File: config.mk
export PLATFORM = sky130hd
export DESIGN_NAME = envelope_pwm
export DESIGN_NICKNAME = d
export VERILOG_FILES = /design/src/rtl/envelope_pwm.sv
export SDC_FILE = /design/constraint.sdc
export NUM_CORES = 1
export LEC_CHECK = 0
export ABC_AREA = 0
export BUFFER_PORTS_ARGS = -buffer_cell sky130_fd_sc_hd__buf_4
export CORE_MARGIN = 2
export CORE_UTILIZATION = 40
export DETAILED_ROUTE_END_ITERATION = 6
export PLACE_DENSITY = 0.63
export SYNTH_ARGS = -nofsm -noshare
export SYNTH_HDL_FRONTEND = slang
export SYNTH_SLANG_ARGS = --single-unit
File: constraint.sdc
create_clock -name clk -period 13.65 [get_ports clk]
set_input_delay 0.6825 -clock clk [delete_from_list [all_inputs] [get_ports clk]]
set_output_delay 0.6825 -clock clk [all_outputs]
set_load 0.01 [all_outputs]
File: src/rtl/envelope_pwm.sv
// envelope_pwm: gate-driven ADSR envelope that scales an oscillator sample,
// followed by a 255-clock PWM modulator feeding the audio output pad.
module envelope_pwm #(
    parameter int unsigned TICK_DIV = 256
) (
    input  logic       clk,
    input  logic       rst_n,
    input  logic       gate,
    input  logic [7:0] osc_data,
    input  logic [7:0] attack_step,
    input  logic [7:0] decay_step,
    input  logic [7:0] sustain_level,
    input  logic [7:0] release_step,
    output logic [7:0] env_level,
    output logic [2:0] state,
    output logic       active,
    output logic       pwm_out
);

    localparam int unsigned PRE_W  = $clog2(TICK_DIV);
    localparam int unsigned ENV_W  = 8;
    localparam int unsigned SUM_W  = ENV_W + 1;
    localparam int unsigned PROD_W = 2 * ENV_W;

    localparam logic [ENV_W-1:0] ENV_MAX  = ENV_W'(255);
    localparam logic [ENV_W-1:0] PWM_LAST = ENV_W'(254);

    typedef enum logic [2:0] {
        ST_IDLE    = 3'd0,
        ST_ATTACK  = 3'd1,
        ST_DECAY   = 3'd2,
        ST_SUSTAIN = 3'd3,
        ST_RELEASE = 3'd4
    } state_t;

    state_t             state_q;
    state_t             state_d;
    logic [ENV_W-1:0]   env_d;
    logic [PRE_W-1:0]   pre_q;
    logic               tick;
    logic [SUM_W-1:0]   att_sum;
    logic [ENV_W-1:0]   env_above_sus;
    logic [PROD_W-1:0]  product;
    logic [ENV_W-1:0]   scaled;
    logic [ENV_W-1:0]   pwm_cnt_q;
    logic [ENV_W-1:0]   pwm_cnt_d;
    logic [ENV_W-1:0]   duty_q;
    logic [ENV_W-1:0]   duty_d;

    assign tick          = (pre_q == PRE_W'(TICK_DIV - 1));
    assign att_sum       = SUM_W'(env_level) + SUM_W'(attack_step);
    assign env_above_sus = env_level - sustain_level;
    assign product       = PROD_W'(osc_data) * PROD_W'(env_level);
    assign scaled        = ENV_W'(product >> ENV_W);
    assign state         = state_q;

    // Free-running envelope tick prescaler, independent of gate
    always_ff @(posedge clk or negedge rst_n) begin
        if (!rst_n) begin
            pre_q <= '0;
        end else if (tick) begin
            pre_q <= '0;
        end else begin
            pre_q <= pre_q + PRE_W'(1);
        end
    end

    // Envelope state, level and activity registers
    always_ff @(posedge clk or negedge rst_n) begin
        if (!rst_n) begin
            state_q   <= ST_IDLE;
            env_level <= '0;
            active    <= 1'b0;
        end else begin
            state_q   <= state_d;
            env_level <= env_d;
            active    <= (state_d != ST_IDLE);
        end
    end

    // Next state and level: gate transitions take precedence over tick updates
    always_comb begin
        state_d = state_q;
        env_d   = env_level;
        case (state_q)
            ST_IDLE: begin
                env_d = '0;
                if (gate) begin
                    state_d = ST_ATTACK;
                end
            end
            ST_ATTACK: begin
                if (!gate) begin
                    state_d = ST_RELEASE;
                end else if (tick) begin
                    if ((attack_step == '0) || (att_sum >= SUM_W'(ENV_MAX))) begin
                        env_d   = ENV_MAX;
                        state_d = ST_DECAY;
                    end else begin
                        env_d = att_sum[ENV_W-1:0];
                    end
                end
            end
            ST_DECAY: begin
                if (!gate) begin
                    state_d = ST_RELEASE;
                end else if (tick) begin
                    if ((env_level <= sustain_level) || (env_above_sus <= decay_step) ||
                        (decay_step == '0)) begin
                        env_d   = sustain_level;
                        state_d = ST_SUSTAIN;
                    end else begin
                        env_d = env_level - decay_step;
                    end
                end
            end
            ST_SUSTAIN: begin
                if (!gate) begin
                    state_d = ST_RELEASE;
                end else if (tick) begin
                    env_d = sustain_level;
                end
            end
            ST_RELEASE: begin
                if (gate) begin
                    state_d = ST_ATTACK;
                end else if (tick) begin
                    if ((env_level <= release_step) || (release_step == '0)) begin
                        env_d   = '0;
                        state_d = ST_IDLE;
                    end else begin
                        env_d = env_level - release_step;
                    end
                end
            end
            default: begin
                state_d = ST_IDLE;
                env_d   = '0;
            end
        endcase
    end

    // PWM period counter; duty is latched only at the end of each period
    always_comb begin
        pwm_cnt_d = pwm_cnt_q + ENV_W'(1);
        duty_d    = duty_q;
        if (pwm_cnt_q == PWM_LAST) begin
            pwm_cnt_d = '0;
            duty_d    = scaled;
        end
    end

    // PWM registers; output registered from the same compare of counter and duty
    always_ff @(posedge clk or negedge rst_n) begin
        if (!rst_n) begin
            pwm_cnt_q <= '0;
            duty_q    <= '0;
            pwm_out   <= 1'b0;
        end else begin
            pwm_cnt_q <= pwm_cnt_d;
            duty_q    <= duty_d;
            pwm_out   <= (pwm_cnt_d < duty_d);
        end
    end

endmodule

* Yosys cells after proc, flatten, opt, wreduce, memory -nomap -nowiden
Cells that the tools add are included.
Word-level totals: register bits after elaboration 37, input bits 43, output and inout bits 13, logic and storage cells 70
Cells by class: add/subtract/negate cells 6, multipliers 1, $lt $le $gt $ge 5, equal/unequal tests 14, multiplexer cells 27, reductions and logical operators 10
Operator list (number):
- 2-to-1 mux 8 bit | 14
- 2-to-1 mux 3 bit | 11
- case mux 8 bit (4 select lines) | 1
- <= comparator 8 bit | 3
- logical NOT 8 bit | 3
- subtractor 8 bit | 3
- adder 8 x 1 -> 8 bit (second input constant) | 2
- equality test 8 bit (second input constant) | 2
- multiplier 8 x 8 -> 16 bit | 1
- != test 2 bit (second input constant) | 8
- case mux 3 bit (5 select lines) | 1
- adder 8 x 8 -> 9 bit | 1
- >= comparator 9 x 8 -> 1 bit (second input constant) | 1
- less-than comparator 8 bit | 1
- AND reduction 8 bit | 1
- equality test 3 x 2 -> 1 bit (second input constant) | 2
- logical OR 1 bit | 4
- equality test 3 x 1 -> 1 bit (second input constant) | 1
- equality test 3 bit (second input constant) | 1
- logical NOT 3 bit | 1
- nonzero test 3 bit | 1

* Logic depth before layout (Yosys ltp)
Gate-level depths: netlist of run 1.
depth in word-level cells 9, mapped depth 21, gate-level depth less buffers 21

* Worst setup path before layout of run 1
No wires, ideal clock.
path kind input to register, start input osc_data[1], end register pwm_out, setup time 0.065 ns, arrival 5.405 ns, required time 13.585 ns, slack 8.181 ns, stages on the path 19, buffers on the path 0, cells stage by stage and2_1 -> fa_1 -> fa_1 -> inv_1 -> fa_1 -> inv_1 -> fa_1 -> ha_1 -> a2111oi_0 -> o21ai_0 -> a41oi_1 -> o2111a_1 -> xnor2_1 -> mux2i_1 -> ha_1 -> a21o_1 -> a21o_1 -> a221oi_1 -> o21a_1
Between the ends: cells in the longest elaborated chain, start to end 3
RTL lines:
- start: declaration | line 9 | input logic [7:0] osc_data,
- multiplier 8 x 8 -> 16 bit | line 53 | assign product = PROD_W'(osc_data) * PROD_W'(env_level);
- 2-to-1 mux 8 bit | line 147 | if (pwm_cnt_q == PWM_LAST) begin
- less-than comparator 8 bit | line 162 | pwm_out <= (pwm_cnt_d < duty_d);
- end signal: assignment | line 162
- end: declaration | line 17 | output logic pwm_out
No other way between the ends. A chain may end at the register's enable or synchronous reset.

* Worst setup path after layout of run 1
start register env_level[3], end register pwm_out
Between the ends: cells in the longest elaborated chain, start to end 3
RTL lines:
- start: declaration | line 14 | output logic [7:0] env_level,
- start signal: assignment | line 76 | env_level <= env_d;
- multiplier 8 x 8 -> 16 bit | line 53
- 2-to-1 mux 8 bit | line 147
- less-than comparator 8 bit | line 162
No other way between the ends.

==> impl_metrics.tcl, run 1 <==
set metrics [dict create \
    outcome "finished clean" \
    final_nets 840 \
    p_int_uw 225 \
    worstSetupEndpointType "register" \
    die_w_um 121 \
    drive_gt1_share_pct 11.7 \
    firstDrtPassIters 6 \
    die_y_um 121 \
    fin_setup_tns_ns 0 \
    criticalPathCategory "register to register" \
    cts_resized 0 \
    synth_top_family_by_area "adder cells" \
    antenna_found_initial 0 \
    tightest_slew_ns 0.814 \
    grt_pass1_wl_mm 23.1 \
    vias 4706 \
    synth_ff_type "dfrtp_1" \
    syn_nets 781 \
    hold_viol_final 0 \
    final_area_um2 6250 \
    async_flop_share_pct 100 \
    drt_iter0_markers 193 \
    cts_buffers 5 \
    cts_tree "done" \
    path_clk_slew_ns 0.06 \
    max_freq_mhz 170 \
    synth_cell_types 64 \
    dieArea_um2 14600 \
    synth_edf_count 0 \
    rr_endpoint "pwm_out" \
    ys_seq_area_share_pct 16.9 \
    yosys_register_bits 37 \
    netSwitchingFraction_pct 26.5 \
    finalCritPeriodShare_pct 43.2 \
    yosys_warnings 0 \
    grt_start_max_net_pins 38 \
    grt_setup_unrepaired "false" \
    layout_common_cells "inv_1 (82), ha_1 (82), and2_1 (56), buf_4 (56), fa_1 (39)" \
    yosys-top-cells-area "ha_1 (19%), dfrtp_1 (17%), fa_1 (14%)" \
    syn_to_final_growth_pct 14.4 \
    yosys.area_share.adder_pct 33.0 \
    synth_cells 617 \
    core_area_um2 13300 \
    netlist_area_um2 5470 \
    drt_wl_total_mm 13.3 \
    reg2reg_from "env_level[3]" \
    muxShareOfSynthArea_pct 2.52 \
    wl_per_cell_um 15.6 \
    p_leak_uw 0.00320 \
    vias_per_cell 5.52 \
    crit_path_start_kind "register" \
    synth-simple-area-share_pct 19.4 \
    avgSynthCellArea_um2 8.86 \
    first_global_vias 4866 \
    overflow 0 \
    io_pins 56 \
    crit_arrival_ns 6.11 \
    dp_hpwl_mm 11.0 \
    skew_ns 0.00703 \
    p_comb_share_pct 20.2 \
    worst_r2r_path_depth 19 \
    rows 42 \
    switching_power_uw 80.8 \
    cts_buffer_depth 2 \
    cp.required_ns 13.87 \
    cts_sinks 37 \
    routabilityCongestion 0.910 \
    p_per_area_nw_per_um2 48.8 \
    clk_latency_ns 0.28 \
    htree_num_levels 2 \
    drv_slew 0 \
    synth_compound_gate_area_share_pct 16.3 \
    port_buffers 55 \
    hold_class "primary input to async pin" \
    r2r_slack_ns 7.76 \
    seqPwrFrac_pct 37.5 \
    slew_headroom_pct 45.7 \
    route.detailed.drc 0 \
    synth_xor_area_share_pct 5.77 \
    synth_top_area_share_pct 18.8 \
    antenna-diode-count 0 \
    post_cts_buffers 0 \
    maxCapViolations 0 \
    drtAntennaViolNets 0 \
    clock_power_share_pct 42.3 \
    hold_buffers 0 \
    fin_crit_ns 5.89 \
    root_buffer "clkbuf_16" \
    start_util_pct 41.1 \
    grt_usage_pct 19.4 \
    finalSetupViolations 0 \
    path_max_fanout 14 \
    yosysTopAreaCell "ha_1" \
    peakVddDrop_mv 0.0604 \
    place_area_um2 6090 \
]
[state kept, by name (all words and copies together), names as in the netlist]
register,flops
duty_q,8
state,3
pwm_out,1
env_level,8
pre_q,8
active,1
pwm_cnt_q,8
[worst max-delay path: stages (launching register included)]
cell and delay (ns):
dfrtp_1 0.62, and2_1 0.30, fa_1 0.43, fa_1 0.54
inv_1 0.05, fa_1 0.47, inv_1 0.05, fa_1 0.48
ha_1 0.22, a2111oi_0 0.36, o21ai_0 0.25, a41oi_1 0.40
o2111a_1 0.31, xnor2_1 0.14, mux2i_1 0.11, ha_1 0.30
a21o_1 0.17, a21o_1 0.17, a221oi_1 0.32, o21a_1 0.17
[layout make-up]
cell class                 instances  area (um2)
tap                              176         220
multi-input combinational        494        4210
clock buffer                       6         129
fill                            1272        7040
clock inverter                     2        38.8
inverter                          82         308
sequential                        37         926
timing repair buffer              56         420
[stage by stage]
step                      utilization [%]  power [uW]  hold slack (ns)  worst slack, ns  cells
after floorplan                         -         148            0.387             8.18    617
after global placement               45.8         176            0.462             7.77    845
after detailed placement             45.8         177            0.474             7.59    845
after CTS                            47.0         307            0.375             7.71    853
after global routing                 47.0         321            0.399             7.35    853
final                                47.0         305            0.354             7.76    853
[worst max path at each step]
stage	startpoint	end	slack, ns	cells after the start
3_5_place_dp	osc_data[1]	pwm_out	7.59	20
5_1_grt	env_level[3]	pwm_out	7.35	19
3_3_place_gp	osc_data[1]	pwm_out	7.77	20
6_report	env_level[3]	pwm_out	7.76	19
4_1_cts	env_level[3]	pwm_out	7.71	19
2_1_floorplan	osc_data[1]	pwm_out	8.18	19
[synthesized netlist by cell type (3+ instances only)]
master / number
inv_1: 82
o31ai_1: 4
mux2i_1: 7
xnor2_1: 24
ha_1: 82
o21bai_1: 6
nor4_1: 4
o211ai_1: 10
nand2_1: 32
o31a_1: 3
o21a_1: 10
nand3_1: 17
o21ai_0: 21
nor2_1: 34
fa_1: 39
nor3_1: 8
a211oi_1: 6
a222oi_1: 3
dfrtp_1: 37
nand4_1: 9
a21o_1: 8
nor2b_1: 6
a21oi_1: 32
nand2b_1: 6
and2_1: 56
xor2_1: 12
and3_1: 4
a221oi_1: 3
or3_1: 5
mux2_2: 6
[power groups by stage]
| stage | combinational, uW | sequential, uW | clock, uW |
|---|---|---|---|
| 6_report | 61.7 | 115 | 129 |
| 5_1_grt | 68.9 | 115 | 137 |
| 4_1_cts | 61.6 | 114 | 131 |
| 3_5_place_dp | 61.1 | 116 | 0 |
| 3_3_place_gp | 59.7 | 116 | 0 |
| 2_1_floorplan | 32.2 | 116 | 0 |
[kinds of logic after synthesis]
group / after synthesis
buffers and inverters: 86
flip-flops: 37
AO/OA/AOI/OAI: 129
adder cells (fa/ha/maj): 121
multiplexers: 13
XOR/XNOR: 36
AND/OR/NAND/NOR: 195
[per-layer routing]
layer  vias up  wire [um]  part of all wire, %  global-route usage [%]
met4         0        325                  2.4                    5.74
met1      2259       5820                   44                    25.4
li1       2276          -                    -                       -
met3        29        750                  5.6                    1.97
met2       142       6450                   48                    34.0
met5         -          0                    0                       0
Power figures use the tool's default switching activity.
==> inputs of run 2 (changes only) <==
--- a/config.mk
+++ b/config.mk
@@ -5,7 +5,7 @@
 export SDC_FILE = /design/constraint.sdc
 export NUM_CORES = 1
 export LEC_CHECK = 0
-export ABC_AREA = 0
+export ABC_AREA = 1
 export BUFFER_PORTS_ARGS = -buffer_cell sky130_fd_sc_hd__buf_4
 export CORE_MARGIN = 2
 export CORE_UTILIZATION = 40
==> constraint.sdc (replaced) <==
create_clock -name clk -period 5.85 [get_ports clk]
set_input_delay 0.2925 -clock clk [delete_from_list [all_inputs] [get_ports clk]]
set_output_delay 0.2925 -clock clk [all_outputs]
set_load 0.01 [all_outputs]
==> run 2 against run 1 <==
Effect of this change: combinational power rose to 33 times the previous value; die area up 6.9%; via count up 9.4%; critical path depth up 3; routed wire length down 2.1%; clock-buffer cell count unchanged; critical path type unchanged; largest power group is now combinational cells.
==> impl_metrics.tcl, run 2 <==
set metrics [dict create \
    layout_common_cells "nand2_1 (217), inv_1 (193), ha_1 (82)" \
    outcome "finished clean" \
    yosysMostFrequentCell "nand2_1" \
    path_max_fanout 10 \
    die_y_um 125 \
    hold_viol_final 0 \
    routabilityCongestion 0.927 \
    synth_cell_types 43 \
    fin_total_pwr_uw 2690 \
    fin_setup_tns_ns 0 \
    yosys_warnings 0 \
    wl_per_cell_um 12.1 \
    grt_pass1_wl_mm 23.0 \
    place_area_um2 6480 \
    fillers 1506 \
    hold_class "primary input to register" \
    synth_top_family_by_area "adder cells" \
    worstSetupEndpointType "register" \
    htree_num_levels 2 \
    slew_headroom_pct 45.7 \
    synth_xor_area_share_pct 3.59 \
    start_util_pct 40.6 \
    dp_cells 1070 \
    fin_crit_ns 4.73 \
    antenna-diode-count 0 \
    netlist_area_um2 5860 \
    synth_edf_count 0 \
    drt_wl_total_mm 13.1 \
    tightest_slew_ns 0.814 \
    maxCapViolations 0 \
    ys_seq_area_share_pct 15.8 \
    async_flop_share_pct 100 \
    fin_cells 1079 \
    synth_compound_gate_area_share_pct 8.52 \
    syn_to_final_growth_pct 13.3 \
    clk_latency_ns 0.28 \
    avgSynthCellArea_um2 6.97 \
    cts_buffers 5 \
    cts_resized 0 \
    root_buffer "clkbuf_16" \
    cts_sinks 37 \
    cp.required_ns 6.06 \
    drtAntennaViolNets 0 \
    vias 5149 \
    antenna_found_initial 0 \
    skew_ns 0.00776 \
    synth_cells 841 \
    grt_setup_unrepaired "false" \
    final_common_cell "nand2_1" \
    r2r_slack_ns 1.12 \
    muxShareOfSynthArea_pct 0.363 \
    drt_iter0_markers 322 \
    firstDrtPassIters 4 \
    grt_usage_pct 17.3 \
    criticalPathCategory "register to register" \
    final_nets 1058 \
    die_w_um 125 \
    syn_nets 1005 \
    rows 44 \
    crit_path_start_kind "register" \
    p_leak_uw 0.00417 \
    yosysTopAreaCell "ha_1" \
    cts_tree "done" \
    core_area_um2 14400 \
    crit_arrival_ns 4.94 \
    ys_top_cells_by_count "nand2_1 (217), inv_1 (193), ha_1 (82)" \
    drive_gt1_share_pct 12.0 \
    synth-simple-area-share_pct 26.9 \
    p_per_area_nw_per_um2 405 \
    dp_hpwl_mm 10.9 \
    vias_per_cell 4.77 \
    yosys_register_bits 37 \
    synth_ff_type "dfrtp_1" \
    overflow 0 \
    path_clk_slew_ns 0.06 \
    finalSetupViolations 0 \
    final_core_util_pct 46.0 \
    peakVddDrop_mv 0.161 \
    port_buffers 55 \
    synth_top_area_share_pct 17.5 \
    finalCritPeriodShare_pct 80.9 \
    io_pins 56 \
    drv_slew 0 \
    final_area_um2 6640 \
    dieArea_um2 15600 \
    max_freq_mhz 211 \
    yosys.area_share.adder_pct 30.8 \
    first_global_vias 4994 \
    route.detailed.drc 0 \
    yosys-top-cells-area "ha_1 (18%), dfrtp_1 (16%), nand2_1 (14%)" \
    grt_start_max_net_pins 38 \
    cts_buffer_depth 2 \
]
-- run 2: cell types whose count changed after synthesis, moves of 9 or more --
cell,delta
o21a_1,-9
inv_1,+111
nor2_1,+10
clkbuf_1,+9
xnor2_1,-15
and2_1,-56
nand3_1,+26
nand2_1,+185
-- run 2: cell type report --
cell class	instances	area (um2)	area share, %
inverters	198	743	11.2
clock inverters	2	13.8	0.207
multi-input cells	589	4110	61.9
flip-flops and latches	37	926	13.9
well taps	184	230	3.47
clock buffers	6	139	2.09
repair buffers	63	475	7.16
-- run 2: per-stage QoR --
stage               setup WS (ns)  hold slack, ns
floorplan                    1.14        -0.00309
global placement             1.14           0.289
detailed placement           1.12           0.292
CTS                          1.10           0.225
global route                0.755           0.240
finish                       1.12           0.238
-- run 2: kinds of logic (layout without fill, tap and decap cells) --
kind of cell               count (synthesis)  in the layout
and+or+nand+nor                          358            358
buffers and inverters                    215            269
adders and majority gates                121            121
DFF                                       37             37
xor gates and xnor gates                  24             24
muxes                                      2              2
AOI/OAI and AO/OA                         84             84
-- run 2: per-layer routing --
metal	global-route usage, %	share of wire, %	up-vias	wire length, um
met5	0	0	-	0
met4	2.94	0.68	0	89
met3	1.71	3.7	8	485
met2	29.0	44	95	5810
met1	24.7	51	2346	6680
li1	-	-	2700	-
-- run 2: final timing paths --
kind,start,endpoint,cells after the start
setup reg to reg,env_level[4],pwm_out,22
hold reg to reg,pre_q[0],pre_q[0],1
setup / recovery,env_level[4],pwm_out,22
max in group asynchronous,rst_n,env_level[4],2
min in group asynchronous,rst_n,pre_q[6],2
hold / removal,gate,state[2],2
-- run 2: worst max-delay path, cell delays in order (launching register included) --
cell and delay (ns):
dfrtp_1 0.52, nand2_1 0.13, fa_1 0.50, fa_1 0.49, inv_1 0.05, fa_1 0.51
fa_1 0.49, ha_1 0.31, a21o_1 0.16, nor2_1 0.13, nand2_1 0.08, nand2_2 0.09
nand2_4 0.08, nand2_1 0.06, nand2_1 0.07, nand2_1 0.08, nand3b_1 0.09, nand3_2 0.09
nand2_2 0.06, ha_1 0.29, a21oi_1 0.16, o21ai_0 0.10, a21oi_1 0.12
-- run 2: timing repair --
action / CTS / global route
hold buffers: 1 / 0
buffers inserted: 0 / 0
hold endpoints to repair: 31 / 0
-- run 2: power breakdown --
| group | internal [uW] | total, uW | leakage (uW) | switching [uW] |
|---|---|---|---|---|
| clock | 169 | 273 | 0.0000768 | 104 |
| combinational | 829 | 2050 | 0.00365 | 1220 |
| sequential | 284 | 367 | 0.000446 | 83.1 |
| total | 1280 | 2690 | 0.00417 | 1410 |
